$ cat config.mk
export PLATFORM = sky130hd
export DESIGN_NAME = i2s_transceiver_gen
export DESIGN_NICKNAME = d
export VERILOG_FILES = /design/src/rtl/i2s_transceiver_gen.sv
export SDC_FILE = /design/constraint.sdc
export NUM_CORES = 1
export LEC_CHECK = 0
export ABC_AREA = 1
export CAP_MARGIN = 20
export CORE_UTILIZATION = 45
export CTS_BUF_LIST = sky130_fd_sc_hd__clkbuf_8
export CTS_CLUSTER_DIAMETER = 200
export DETAILED_ROUTE_END_ITERATION = 8
export PLACE_DENSITY = 0.68
export SYNTH_ARGS = -nofsm -noshare
export SYNTH_HDL_FRONTEND = slang
export SYNTH_SLANG_ARGS = --single-unit
$ cat constraint.sdc
create_clock -name mclk -period 4.78 [get_ports mclk]
set_clock_uncertainty 0.05 [all_clocks]
set_input_delay 0.478 -clock mclk [delete_from_list [all_inputs] [get_ports mclk]]
set_output_delay 0.478 -clock mclk [all_outputs]
set_load 0.01 [all_outputs]
$ cat src/rtl/i2s_transceiver_gen.sv
// I2S master transceiver: derives sclk/ws from mclk and moves one stereo frame
// in each direction per ws period, in standard I2S or left-justified framing.
module i2s_transceiver_gen #(
  parameter int SCLK_WS_RATIO   = 64,
  parameter int MCLK_SCLK_RATIO = 4,
  parameter int D_WIDTH         = 24,
  parameter int LJ_MODE         = 0
) (
  input  logic               mclk,
  input  logic               reset_n,
  output logic               sclk,
  output logic               ws,
  input  logic               sd_rx,
  output logic               sd_tx,
  input  logic [D_WIDTH-1:0] l_data_tx,
  input  logic [D_WIDTH-1:0] r_data_tx,
  output logic               tx_load,
  output logic [D_WIDTH-1:0] l_data_rx,
  output logic [D_WIDTH-1:0] r_data_rx,
  output logic               rx_valid
);

  localparam int H  = MCLK_SCLK_RATIO / 2;
  localparam int S  = SCLK_WS_RATIO / 2;
  localparam int CW = (H > 1) ? $clog2(H) : 1;
  localparam int SW = (S > 1) ? $clog2(S) : 1;
  localparam int D  = (LJ_MODE != 0) ? 0 : 1;

  localparam logic [CW-1:0] CNT_LAST  = CW'(H - 1);
  localparam logic [SW-1:0] SLOT_LAST = SW'(S - 1);

  // One bit per slot of a half-frame, set where that slot carries sample data.
  function automatic logic [S-1:0] data_mask();
    logic [S-1:0] m;
    m = '0;
    for (int i = 0; i < S; i++)
      if (i >= D && i < D + D_WIDTH) m = m | (S'(1) << i);
    return m;
  endfunction

  localparam logic [S-1:0] DATA_MASK = data_mask();

  logic [CW-1:0]      mclk_cnt;
  logic [SW-1:0]      slot;
  logic [SW-1:0]      next_slot;
  logic [D_WIDTH-1:0] rx_l_sr, rx_r_sr, tx_l_sr, tx_r_sr;
  logic               half_wrap, sclk_rise, sclk_fall, frame_end;
  logic               next_ws, rx_data_slot, tx_data_slot;

  always_comb begin
    half_wrap    = (mclk_cnt == CNT_LAST);
    sclk_rise    = half_wrap && !sclk;
    sclk_fall    = half_wrap && sclk;
    frame_end    = sclk_fall && ws && (slot == SLOT_LAST);
    next_slot    = (slot == SLOT_LAST) ? '0 : slot + SW'(1);
    next_ws      = (slot == SLOT_LAST) ? !ws : ws;
    rx_data_slot = DATA_MASK[slot];
    tx_data_slot = DATA_MASK[next_slot];
  end

  // sd_tx is driven for the slot being entered, so its choice uses next_slot/next_ws.
  always_ff @(posedge mclk or negedge reset_n) begin
    if (!reset_n) begin
      mclk_cnt  <= '0;
      slot      <= '0;
      sclk      <= 1'b0;
      ws        <= 1'b0;
      sd_tx     <= 1'b0;
      tx_load   <= 1'b0;
      rx_valid  <= 1'b0;
      l_data_rx <= '0;
      r_data_rx <= '0;
      rx_l_sr   <= '0;
      rx_r_sr   <= '0;
      tx_l_sr   <= '0;
      tx_r_sr   <= '0;
    end else begin
      tx_load  <= frame_end;
      rx_valid <= frame_end;
      mclk_cnt <= half_wrap ? '0 : mclk_cnt + CW'(1);
      if (half_wrap) sclk <= !sclk;

      if (sclk_rise && rx_data_slot) begin
        if (ws) rx_r_sr <= {rx_r_sr[D_WIDTH-2:0], sd_rx};
        else    rx_l_sr <= {rx_l_sr[D_WIDTH-2:0], sd_rx};
      end

      if (frame_end) begin
        l_data_rx <= rx_l_sr;
        r_data_rx <= rx_r_sr;
        tx_r_sr   <= r_data_tx;
      end

      if (sclk_fall) begin
        slot <= next_slot;
        ws   <= next_ws;
        if (!tx_data_slot) begin
          sd_tx <= 1'b0;
          if (frame_end) tx_l_sr <= l_data_tx;
        end else if (next_ws) begin
          sd_tx   <= tx_r_sr[D_WIDTH-1];
          tx_r_sr <= {tx_r_sr[D_WIDTH-2:0], 1'b0};
        end else if (frame_end) begin
          sd_tx   <= l_data_tx[D_WIDTH-1];
          tx_l_sr <= {l_data_tx[D_WIDTH-2:0], 1'b0};
        end else begin
          sd_tx   <= tx_l_sr[D_WIDTH-1];
          tx_l_sr <= {tx_l_sr[D_WIDTH-2:0], 1'b0};
        end
      end
    end
  end

endmodule
---- After elaboration in Yosys (flattened, before gate mapping) ----
Memory sizes are Yosys's and may differ from the RTL's.
Cells that the tools add are included.
operators by class
  eq/ne operators ......................... 2
  $add $sub $neg .......................... 2
  multiplexer cells ....................... 16
  magnitude comparators ................... 2
  bitwise operators ....................... 1
  reductions and logical operators ........ 11
operators with widths
  kind                 number
  $mux 24              8
  $lt 5x6->1 const B   2
  $mux 1               7
  $add 5x1->5 const B  1
  $eq 5x5->1 const B   1
  $logic_and 1x1->1    5
  $mux 5               1
  $reduce_and 2->1     2
  $reduce_and 3->1     1
  $logic_not 1->1      2
  $ne 2x2->1 const B   1
  $reduce_bool 2->1    1
  $add 1x1->1 const B  1
  $not 1->1            1
storage, ports and cells
  logic and storage cells ................. 48
  memories kept ........................... 2
  register bits ........................... 154
  memory bits (read-only) ................. 64
  input port bits ......................... 51
  output and inout bits ................... 53
memories
  memory            words  bits a word  read ports  clocked after memory_dff  write ports  line  source
  (name not given)  32     1            1           0                         0            58    tx_data_slot = DATA_MASK[next_slot];
  (name not given)  32     1            1           0                         0            57    rx_data_slot = DATA_MASK[slot];

---- Depth between registers and ports, before layout ----
Gate-level depths: netlist (run 1).
  depth in word-level cells ............... 7
  gate-level depth with buffers ........... 13
  depth with buffers taken out ............ 12

---- Worst setup path after synthesis (run 1) ----
OpenSTA, ideal clock, no wires.
  path kind ............................... reg2reg
  start point ............................. register slot[0]
  end point ............................... register tx_l_sr[3]
  library setup time ...................... 0.116 ns
  buffers on the path ..................... 1
  data required time ...................... 4.614 ns
  path slack .............................. 2.787 ns
  clock period less this slack ............ 1.993 ns
  cell stages (with the launch flop) ...... 14
  arrival ................................. 1.827 ns
  cell sequence ........................... dfrtp_1 -> ha_1 -> nand2_1 -> nor2_1 -> ha_1 -> inv_1 -> o211ai_1 -> nand2_2 -> nand3_2 -> nand2_4 -> inv_2 -> buf_6 -> nand2_1 -> nand2_1
between the ends
  cells in the longest elaborated chain, start to end .. 6
  elaborated cells between the ends (all ways) .. 13
  classes of those cells .................. add/sub: 1; eq/ne: 2; mux: 6; reduce/logical: 3; memory: 1
ends and longest elaborated chain
  item                                                              line  source
  from (decl)                                                       44    logic [SW-1:0] slot;
  from (signal assigned)                                            95    slot <= next_slot;
  $add 5x1->5 or $eq 5x5->1 (tied branches)                         55    next_slot = (slot == SLOT_LAST) ? '0 : slot + SW'(1);
  $mux 5 (*)                                                        55
  named net next_slot[4]                                            45    logic [SW-1:0] next_slot;
  $mem_v2 32x1 (*)                                                  n/a
  $mux 1 (not written as such) (*)                                  58
  $ne 2x2->1 (no source line) or $reduce_bool 2->1 (tied branches)  n/a
  $reduce_and 3->1 (no source line)                                 n/a
  to (signal assigned)                                              99    if (frame_end) tx_l_sr <= l_data_tx;
  to (signal assigned)                                              105   tx_l_sr <= {l_data_tx[D_WIDTH-2:0], 1'b0};
  to (signal assigned)                                              108   tx_l_sr <= {tx_l_sr[D_WIDTH-2:0], 1'b0};
  to (decl)                                                         46    logic [D_WIDTH-1:0] rx_l_sr, rx_r_sr, tx_l_sr, tx_r_sr;
The timed path passes the listed nets; every way through them passes the cells marked *. The select of a mux whose other input is x is not followed.
A chain may end at the register's enable or synchronous reset.

---- Worst setup path in the final report (run 1) ----
  start point ............................. register slot[0]
  end point ............................... register tx_r_sr[7]
between the ends
  cells in the longest elaborated chain, start to end .. 6
  elaborated cells between the ends (all ways) .. 11
  classes of those cells .................. add/sub: 1; eq/ne: 1; mux: 7; reduce/logical: 1; memory: 1
ends and longest elaborated chain
  item                                                     line        source
  $add 5x1->5 or $eq 5x5->1 (tied branches)                55, 54, 56
  $mux 5 or $logic_and 1x1->1 (tied branches)              55, 54
  $mem_v2 32x1 or $mux 24 (tied branches)                  n/a
  $mux 1 (not written as such) or $mux 24 (tied branches)  58, 100
  $mux 24                                                  97          if (!tx_data_slot) begin
  $mux 24 (*)                                              94          if (sclk_fall) begin
  to (signal assigned)                                     91          tx_r_sr <= r_data_tx;
  to (signal assigned)                                     102         tx_r_sr <= {tx_r_sr[D_WIDTH-2:0], 1'b0};
  to (decl)                                                46
Mark *: on every way between the ends. The rest lies on a longest branch, timed or not. The select of a mux whose other input is x is not followed.

==> results_dict.tcl, run 1 <==
set metrics [dict create \
    io_buffers 103 \
    syn_inst 837 \
    rr_startpoint "slot[0]" \
    rows 44 \
    yosys_warnings 0 \
    clk_latency_ns 0.44 \
    cts_resized 0 \
    via_count 5338 \
    nets 974 \
    ys_ff_latch 154 \
    final_common_cell "nand2_1" \
    grt_overflow 0 \
    cts_sinks 154 \
    critical_path_class "reg -> reg" \
    cp.required_ns 5.05 \
    root_buffer "clkbuf_8" \
    totalPowerFinal_uw 2390 \
    dp.final_hpwl_um 8570 \
    rr_endpoint "tx_r_sr[7]" \
    hold_violations 0 \
    dpl_cell_area_um2 7880 \
    antenna_found_initial 0 \
    grtUsageTotal 0.192 \
    wl_per_cell_um 12.4 \
    drive_gt1_frac 0.0536 \
    initial_utilization 0.467 \
    vias_per_cell 4.78 \
    period_minus_slack_ns 3.00 \
    clockBufferDepth 2 \
    syn_to_final_growth_pct 20.6 \
    power.leakage_uw 0.00420 \
    setup_viol 0 \
    firstDrtPassIters 6 \
    r2r_cells 11 \
    fin_crit_sh 0.627 \
    place_inst 1082 \
    antennaDiodeCount 0 \
    grt_max_degree 103 \
    dieHeight_um 126 \
    seqCellArea_um2 3850 \
    place.gp.congestion 0.770 \
    hold_end "half_wrap" \
    relSlewSlack 0.348 \
    syn_area_um2 6890 \
    synth_fp_nets 892 \
    endpoint_kind "flip-flop" \
    grt_pass1_vias 5217 \
    drt-initial-drc-count 426 \
    holdPathStages 1 \
    antenna_left 0 \
    tightest_slew_ns 0.977 \
    powerDensity_nw_per_um2 288 \
    ys_seq_area_frac 0.559 \
    ys_types 26 \
    grt_pass1_wl_um 24300 \
    maxClockFrequency_mhz 334 \
    drt-total-wl_um 13800 \
    multi_input_area_um2 2490 \
    ir_drop_v 0.000142 \
    worst-r2r-setup-slack_ns 1.78 \
    cp.arrival_ns 3.27 \
    cts_made_buffers 17 \
    dieArea_um2 15800 \
    drc 0 \
    worstHoldStart "half_wrap" \
    fillers 1377 \
    avgSynthCellArea_um2 8.23 \
    cts_tree "done" \
    clkTransAtPathRegs_ns 0.08 \
    core_area_um2 14800 \
    ioPinCount 104 \
    maxSlewViolCount 0 \
    mostFrequentLayoutCells "nand2_1, dfrtp_1, clkdlybuf4s50_1" \
    htree_levels 4 \
    finalNonFillerCells 1116 \
    drv_cap 0 \
    critPathLaunchType "flip-flop" \
    hold_path.class "reg -> reg" \
    rsz0062_at_grt "no" \
    worstPathMaxFanout 46 \
    die_w_um 126 \
    fin_tns_setup_ns 0 \
    final_cell_area_um2 8310 \
    status "finished clean" \
]
## flip-flops by register name, summed over array words and instances (netlist names)
register,count
half_wrap,1
l_data_rx,24
r_data_rx,24
rx_l_sr,24
rx_r_sr,24
rx_valid,1
sclk,1
sd_tx,1
slot,5
tx_l_sr,24
tx_r_sr,24
ws,1
## critical path, cell delays in order (launching register included)
cell and delay [ns]:
dfrtp_1 0.41, ha_1 0.24, nand2_1 0.09, nor2_1 0.14, ha_1 0.25, o21ai_0 0.09, nand2_1 0.08, nand3_2 0.46
nand2_4 0.47, nand2_4 0.33, nand2_1 0.15, o21ai_1 0.08
## worst max path at each step
| stage | cells after the start | start | slack, ns | endpoint |
|---|---|---|---|---|
| final | 11 | slot[0] | 1.78 | tx_r_sr[7] |
| after global routing | 11 | slot[0] | 1.43 | tx_r_sr[1] |
| after CTS | 11 | slot[0] | 1.80 | tx_r_sr[1] |
| after detailed placement | 11 | slot[0] | 1.83 | tx_r_sr[7] |
| after global placement | 11 | slot[0] | 1.93 | tx_r_sr[12] |
| after floorplan | 13 | slot[0] | 2.79 | tx_l_sr[3] |
## where the power goes
part | switching, µW | leakage, µW | total, µW | internal (µW)
registers | 2.74 | 0.00191 | 1310 | 1310
logic | 38.0 | 0.00207 | 77.7 | 39.7
clock network | 477 | 0.000216 | 1000 | 525
## cell type report
cell class | instances | share of cell area
Inverter | 65 | 0.0294
Multi-Input combinational cell | 572 | 0.299
Clock inverter | 14 | 0.0187
Clock buffer | 18 | 0.0298
Sequential cell | 154 | 0.464
Timing Repair Buffer | 109 | 0.131
Tap cell | 184 | 0.0277
## routing by layer
layer  global-route usage  vias up  part of all wire
met1                0.256     2476              0.49
met4               0.0703        0             0.014
met3               0.0429       14             0.031
met2                0.307       79              0.47
met5                    0        -                 0
li1                     -     2769                 -
## timing repair
action | in CTS | in global routing
endpoints found under the hold margin | 46 | 0
setup buffers | 0 | 0
hold buffers | 1 | 0
## stage by stage
| step | setup WS [ns] | util | hold WS, ns |
|---|---|---|---|
| floorplan | 2.79 | - | 0.132 |
| global placement | 1.93 | 0.534 | 0.390 |
| detailed placement | 1.83 | 0.534 | 0.392 |
| CTS | 1.80 | 0.562 | 0.432 |
| global route | 1.43 | 0.563 | 0.452 |
| finish | 1.78 | 0.563 | 0.425 |
## cell usage after synthesis
cell      number  share of area
ha_1           4         0.0073
inv_2          3         0.0016
xor2_1         1         0.0013
nand4_1        1        0.00091
buf_2         15          0.011
dfrtp_1      154           0.56
a21oi_1       19          0.014
a21oi_2        2         0.0025
nand2_1      365           0.20
buf_6         12          0.020
inv_1         62          0.034
or2_1          1        0.00091
buf_1          2         0.0011
nand3_1       26          0.019
nand2_4        3         0.0049
o21ai_1       39          0.028
nor2_1        25          0.014
o211ai_1       1         0.0011
o21ai_0       74          0.054
o31ai_1        1         0.0011
o21bai_1       1         0.0011
nand2_2        2         0.0018
nand3_2        6         0.0087
buf_4          8         0.0087
nor2_2         1        0.00091
clkbuf_1       9         0.0049
## cells by family after synthesis
| logic type | share of synthesized area |
|---|---|
| AOI/OAI and AO/OA | 0.102 |
| xor gates and xnor gates | 0.00127 |
| adders and majority gates | 0.00727 |
| buffers and inverters | 0.0807 |
| DFF | 0.559 |
| and+or+nand+nor | 0.250 |
Note: power is estimated with default switching activity, not from simulation.
==> run 2, diff against run 1 <==
==> constraint.sdc (replaced) <==
create_clock -name mclk -period 3 [get_ports mclk]
set_clock_uncertainty 0.05 [all_clocks]
set_input_delay 0.3 -clock mclk [delete_from_list [all_inputs] [get_ports mclk]]
set_output_delay 0.3 -clock mclk [all_outputs]
set_load 0.01 [all_outputs]
==> run 2 against run 1 <==
  * Count of clock-buffer cells in the layout is 3 higher
  * Sequential share of layout area is 0.72 points lower
  * Setup slack worse by 1.4 ns
  * Register-to-register slack worse by 1.4 ns
  * Total power is 70% higher
  * Non-clock buffer count is 6 higher
  * Wire length is 1.3% higher
  * Global-route usage is 0.12 points lower
  * Critical endpoint is now tx_r_sr[8]
  * Largest power group unchanged
==> results_dict.tcl, run 2 (synthesized netlist as in run 1, its figures left out) <==
set metrics [dict create \
    rows 44 \
    drv_cap 0 \
    mostFrequentLayoutCells "nand2_1, dfrtp_1, clkdlybuf4s50_1" \
    setup_viol 0 \
    fin_tns_setup_ns 0 \
    place_inst 1089 \
    postCtsSetupBuffers 0 \
    hold_path.class "in -> async" \
    root_buffer "clkbuf_8" \
    grt_pass1_vias 5100 \
    hold_violations 0 \
    critical_path_class "reg -> reg" \
    cts_resized 0 \
    antenna_found_initial 0 \
    ioPinCount 104 \
    maxSlewViolCount 0 \
    antennaDiodeCount 0 \
    critPathLaunchType "flip-flop" \
    nets 980 \
    power.leakage_uw 0.00426 \
    clkTransAtPathRegs_ns 0.09 \
    ir_drop_v 0.000267 \
    clk_latency_ns 0.45 \
    finalNonFillerCells 1121 \
    maxClockFrequency_mhz 385 \
    grt_overflow 0 \
    drive_gt1_frac 0.0640 \
    fillers 1384 \
    status "finished clean" \
    cts_sinks 154 \
    slowest_delay_ns 0.40 \
    grt_pass1_wl_um 24200 \
    syn_to_final_growth_pct 22.5 \
    endpoint_kind "flip-flop" \
    cp.arrival_ns 2.92 \
    tightest_slew_ns 0.810 \
    totalPowerFinal_uw 4070 \
    rsz0062_at_grt "no" \
    place.gp.congestion 0.762 \
    cp.required_ns 3.32 \
    firstDrtPassIters 4 \
    clockBufferDepth 2 \
    die_w_um 126 \
    cts_hold_buf 1 \
    dp.final_hpwl_um 8850 \
    relSlewSlack 0.459 \
    grtUsageTotal 0.190 \
    drc 0 \
    grt_max_degree 86 \
    dieHeight_um 126 \
    drt-initial-drc-count 373 \
    cts_tree "done" \
    dieArea_um2 15800 \
    wl_met1_um 6790 \
    fin_crit_sh 0.867 \
    dpl_cell_area_um2 7950 \
    antenna_left 0 \
    drt-total-wl_um 14000 \
    route.met2.wl_um 6540 \
    final_common_cell "nand2_1" \
    initial_utilization 0.467 \
    wl_per_cell_um 12.5 \
    vias_per_cell 4.83 \
    core_area_um2 14800 \
    final_cell_area_um2 8440 \
    worst-r2r-setup-slack_ns 0.40 \
    io_buffers 103 \
    cp_slowest_cell "dfrtp_1" \
    period_minus_slack_ns 2.60 \
    via_count 5418 \
    htree_levels 4 \
    worstPathMaxFanout 46 \
    powerDensity_nw_per_um2 482 \
    highest_layer "met4" \
    cts_made_buffers 17 \
    dp_slack_ns 0.408 \
    fin_ws_ns 0.400 \
    path_cells "ha_1 -> nand2_1 -> nor2_1 -> ha_1 -> inv_1 -> o211ai_1 -> nand2_2 -> buf_4 -> nand2_4 -> nand2_4 -> nand2_1 -> o21ai_1" \
    wl_met3_um 552 \
]
[run 2: changes by cell type in the layout (fill, tap and decap cells not counted), moves of 2 or more]
cell,previous run,this run
buf_4,4,9
inv_1,67,62
clkbuf_8,18,21
bufinv_16,3,5
inv_6,3,1
[run 2: critical path, delay by kind of cell, from the launching register on]
family | cells | cell delay [ns]
adder cells (fa/ha/maj) | 2 | 0.49
AND/OR/NAND/NOR | 6 | 1.03
AO/OA/AOI/OAI | 2 | 0.19
buffers and inverters | 2 | 0.34
flip-flops | 1 | 0.40
[run 2: power breakdown]
part	switching (µW)	internal, µW	total, µW
clock	778	1080	1860
combinational	61.7	66.0	128
sequential	4.28	2080	2090
total	844	3230	4070
[run 2: per-layer routing]
metal  global-route usage  vias to the layer above
li1                     -                     2783
met1                0.255                     2527
met2                0.302                       98
met3               0.0497                       10
met4               0.0638                        0
met5                    0                        -
[run 2: area by class of cell]
cell class	count	area [µm²]	share of cell area
Tap cell	184	230	0.0273
Clock buffer	21	289	0.0342
Multi-Input combinational cell	572	2490	0.295
Inverter	65	244	0.0289
Sequential cell	154	3850	0.457
Clock inverter	10	188	0.0222
Timing Repair Buffer	115	1150	0.136
[run 2: stage by stage]
step	utilization	hold WS [ns]
after detailed placement	0.539	0.360
after floorplan	-	-0.0456
final	0.572	0.384
after global routing	0.572	0.431
after global placement	0.539	0.374
after CTS	0.572	0.389
[run 2: path summary, 6_finish.rpt]
kind,startpoint,depth (start not counted),endpoint
worst max-delay path,slot[1],12,tx_r_sr[8]
worst min-delay path,reset_n,2,tx_l_sr[12]
worst max register to register,slot[1],12,tx_r_sr[8]
worst min register to register,tx_l_sr[12],2,tx_l_sr[12]
max in group asynchronous,reset_n,3,tx_r_sr[4]
min in group mclk,r_data_tx[0],3,tx_r_sr[0]
==> run 3, diff against run 2 <==
--- a/config.mk
+++ b/config.mk
@@ -11,6 +11,7 @@
 export CTS_BUF_LIST = sky130_fd_sc_hd__clkbuf_8
 export CTS_CLUSTER_DIAMETER = 200
 export DETAILED_ROUTE_END_ITERATION = 8
+export GPL_TIMING_DRIVEN = 0
 export PLACE_DENSITY = 0.68
 export SYNTH_ARGS = -nofsm -noshare
 export SYNTH_HDL_FRONTEND = slang
==> run 3 against run 2 <==
  * Sequential power about the same
  * Die area unchanged
  * First-iteration DRC count increased by 10%
  * Setup slack improved by 0.29 ns
  * Via count increased by 3.0%
  * Clock power decreased by 17%
  * Combinational power about the same
==> results_dict.tcl, run 3 (synthesized netlist as in run 1, its figures left out) <==
set metrics [dict create \
    hold_path.class "in -> async" \
    tightest_slew_ns 0.766 \
    grtUsageMet2 0.322 \
    critical_path_class "reg -> reg" \
    fillers 1369 \
    rsz0062_at_grt "no" \
    busiest_layer "met2" \
    drive_gt1_frac 0.0854 \
    rr_endpoint "tx_r_sr[14]" \
    cts_resized 0 \
    grt_pass1_wl_um 25600 \
    hold_violations 0 \
    antenna_found_initial 0 \
    totalPowerFinal_uw 3750 \
    dp.final_hpwl_um 10300 \
    firstDrtPassIters 4 \
    grt_overflow 0 \
    antenna_left 0 \
    grt_use_met1 0.277 \
    dieArea_um2 15800 \
    drv_cap 0 \
    grt_pass1_vias 5363 \
    grt_max_degree 82 \
    antennaDiodeCount 0 \
    sw_frac_of_total 0.214 \
    worst-r2r-setup-slack_ns 0.69 \
    cts_sinks 154 \
    cp.arrival_ns 2.59 \
    cp.required_ns 3.29 \
    drt-total-wl_um 15200 \
    postCtsSetupBuffers 0 \
    grt_use_met3 0.0514 \
    via_count 5580 \
    maxSlewViolCount 0 \
    critPathLaunchType "flip-flop" \
    final_cell_area_um2 8580 \
    drc 0 \
    clk_latency_ns 0.45 \
    powerDensity_nw_per_um2 437 \
    clkTransAtPathRegs_ns 0.08 \
    dieHeight_um 126 \
    ioPinCount 104 \
    drt-initial-drc-count 411 \
    fin_crit_sh 0.769 \
    r2r_cells 12 \
    setup_viol 0 \
    io_buffers 103 \
    initial_utilization 0.467 \
    rr_startpoint "slot[1]" \
    mostFrequentLayoutCells "nand2_1, dfrtp_1, clkdlybuf4s50_1" \
    wl_per_cell_um 13.1 \
    place.gp.congestion 0.801 \
    period_minus_slack_ns 2.31 \
    endpoint_kind "flip-flop" \
    htree_levels 4 \
    root_buffer "clkbuf_8" \
    die_w_um 126 \
    maxClockFrequency_mhz 433 \
    vias_per_cell 4.83 \
    grtUsageTotal 0.204 \
    relSlewSlack 0.490 \
    seqPwrFrac 0.556 \
    nets 1016 \
    power.internal_uw 2950 \
    clock_power_share 0.410 \
    core_area_um2 14800 \
    clockBufferDepth 2 \
    p_comb_frac 0.034 \
    status "finished clean" \
    cts_made_buffers 17 \
    cts_tree "done" \
    final_common_cell "nand2_1" \
    switchingPower_uw 802 \
    ir_drop_v 0.000351 \
    syn_to_final_growth_pct 24.6 \
    dpl_cell_area_um2 8180 \
    worstPathMaxFanout 10 \
    rows 44 \
    cts_hold_buf 1 \
    power.leakage_uw 0.00437 \
]
==> run 3: cell types whose count changed in the layout (fill, tap and decap cells not counted), sizes merged <==
cell	before	now
clkinv	2	3
bufinv	5	1
inv	66	67
clkinvlp	2	0
buf	12	39
clkbuf	21	33
==> run 3: worst max path at each step <==
stage                       start            end  slack, ns  depth (start not counted)
final                     slot[1]    tx_r_sr[14]       0.69                         12
after CTS                 slot[1]   l_data_rx[7]       0.72                         10
after floorplan           slot[0]     tx_l_sr[3]       1.01                         13
after detailed placement  slot[1]    tx_r_sr[13]       0.73                         12
after global routing      slot[0]     tx_r_sr[7]       0.54                         12
after global placement    reset_n  r_data_rx[17]      -4.78                          1
==> run 3: critical path, stage by stage, from the launching register on <==
cell	delay, ns
dfrtp_1	0.41
ha_1	0.25
nand2_1	0.09
nor2_1	0.14
ha_1	0.25
o21ai_0	0.10
nand2_1	0.08
nand3_2	0.20
nand2_4	0.19
nand2_4	0.12
buf_4	0.20
nand2_1	0.07
o21ai_1	0.06
==> run 3: metal layers <==
metal  part of all wire  routed length, µm
met5                  0                  0
met4              0.016                250
met3              0.035                527
met2               0.46               6950
met1               0.49               7430
==> run 3: power by group through the flow <==
stage / logic [µW] / registers (µW) / clock network, µW
final: 127 / 2090 / 1540
after global routing: 142 / 2090 / 1670
after CTS: 131 / 2090 / 1580
after detailed placement: 130 / 2130 / 0
after global placement: 125 / 2130 / 0
after floorplan: 7.98 / 2130 / 0
==> run 3: metrics by stage <==
step           TNS (ns)  instances  worst slack, ns  utilization  hold WS, ns
2_1_floorplan         0        837             1.01            -      -0.0456
3_3_place_gp    -735.16       1124            -4.78        0.552        0.401
3_5_place_dp          0       1125            0.726        0.554        0.343
4_1_cts               0       1156            0.720        0.581        0.394
5_1_grt               0       1156            0.536        0.581        0.408
6_report              0       1156            0.692        0.581        0.388
==> run 3: area by class of cell <==
| type | count | area, µm² | share of cell area |
|---|---|---|---|
| repair buffers | 105 | 1070 | 0.125 |
| multi-input cells | 572 | 2480 | 0.289 |
| plain buffers | 46 | 312 | 0.0363 |
| flip-flops and latches | 154 | 3850 | 0.449 |
| clock inverters | 6 | 61.3 | 0.00715 |
| clock buffers | 24 | 330 | 0.0385 |
| well taps | 184 | 230 | 0.0268 |
| inverters | 65 | 244 | 0.0284 |
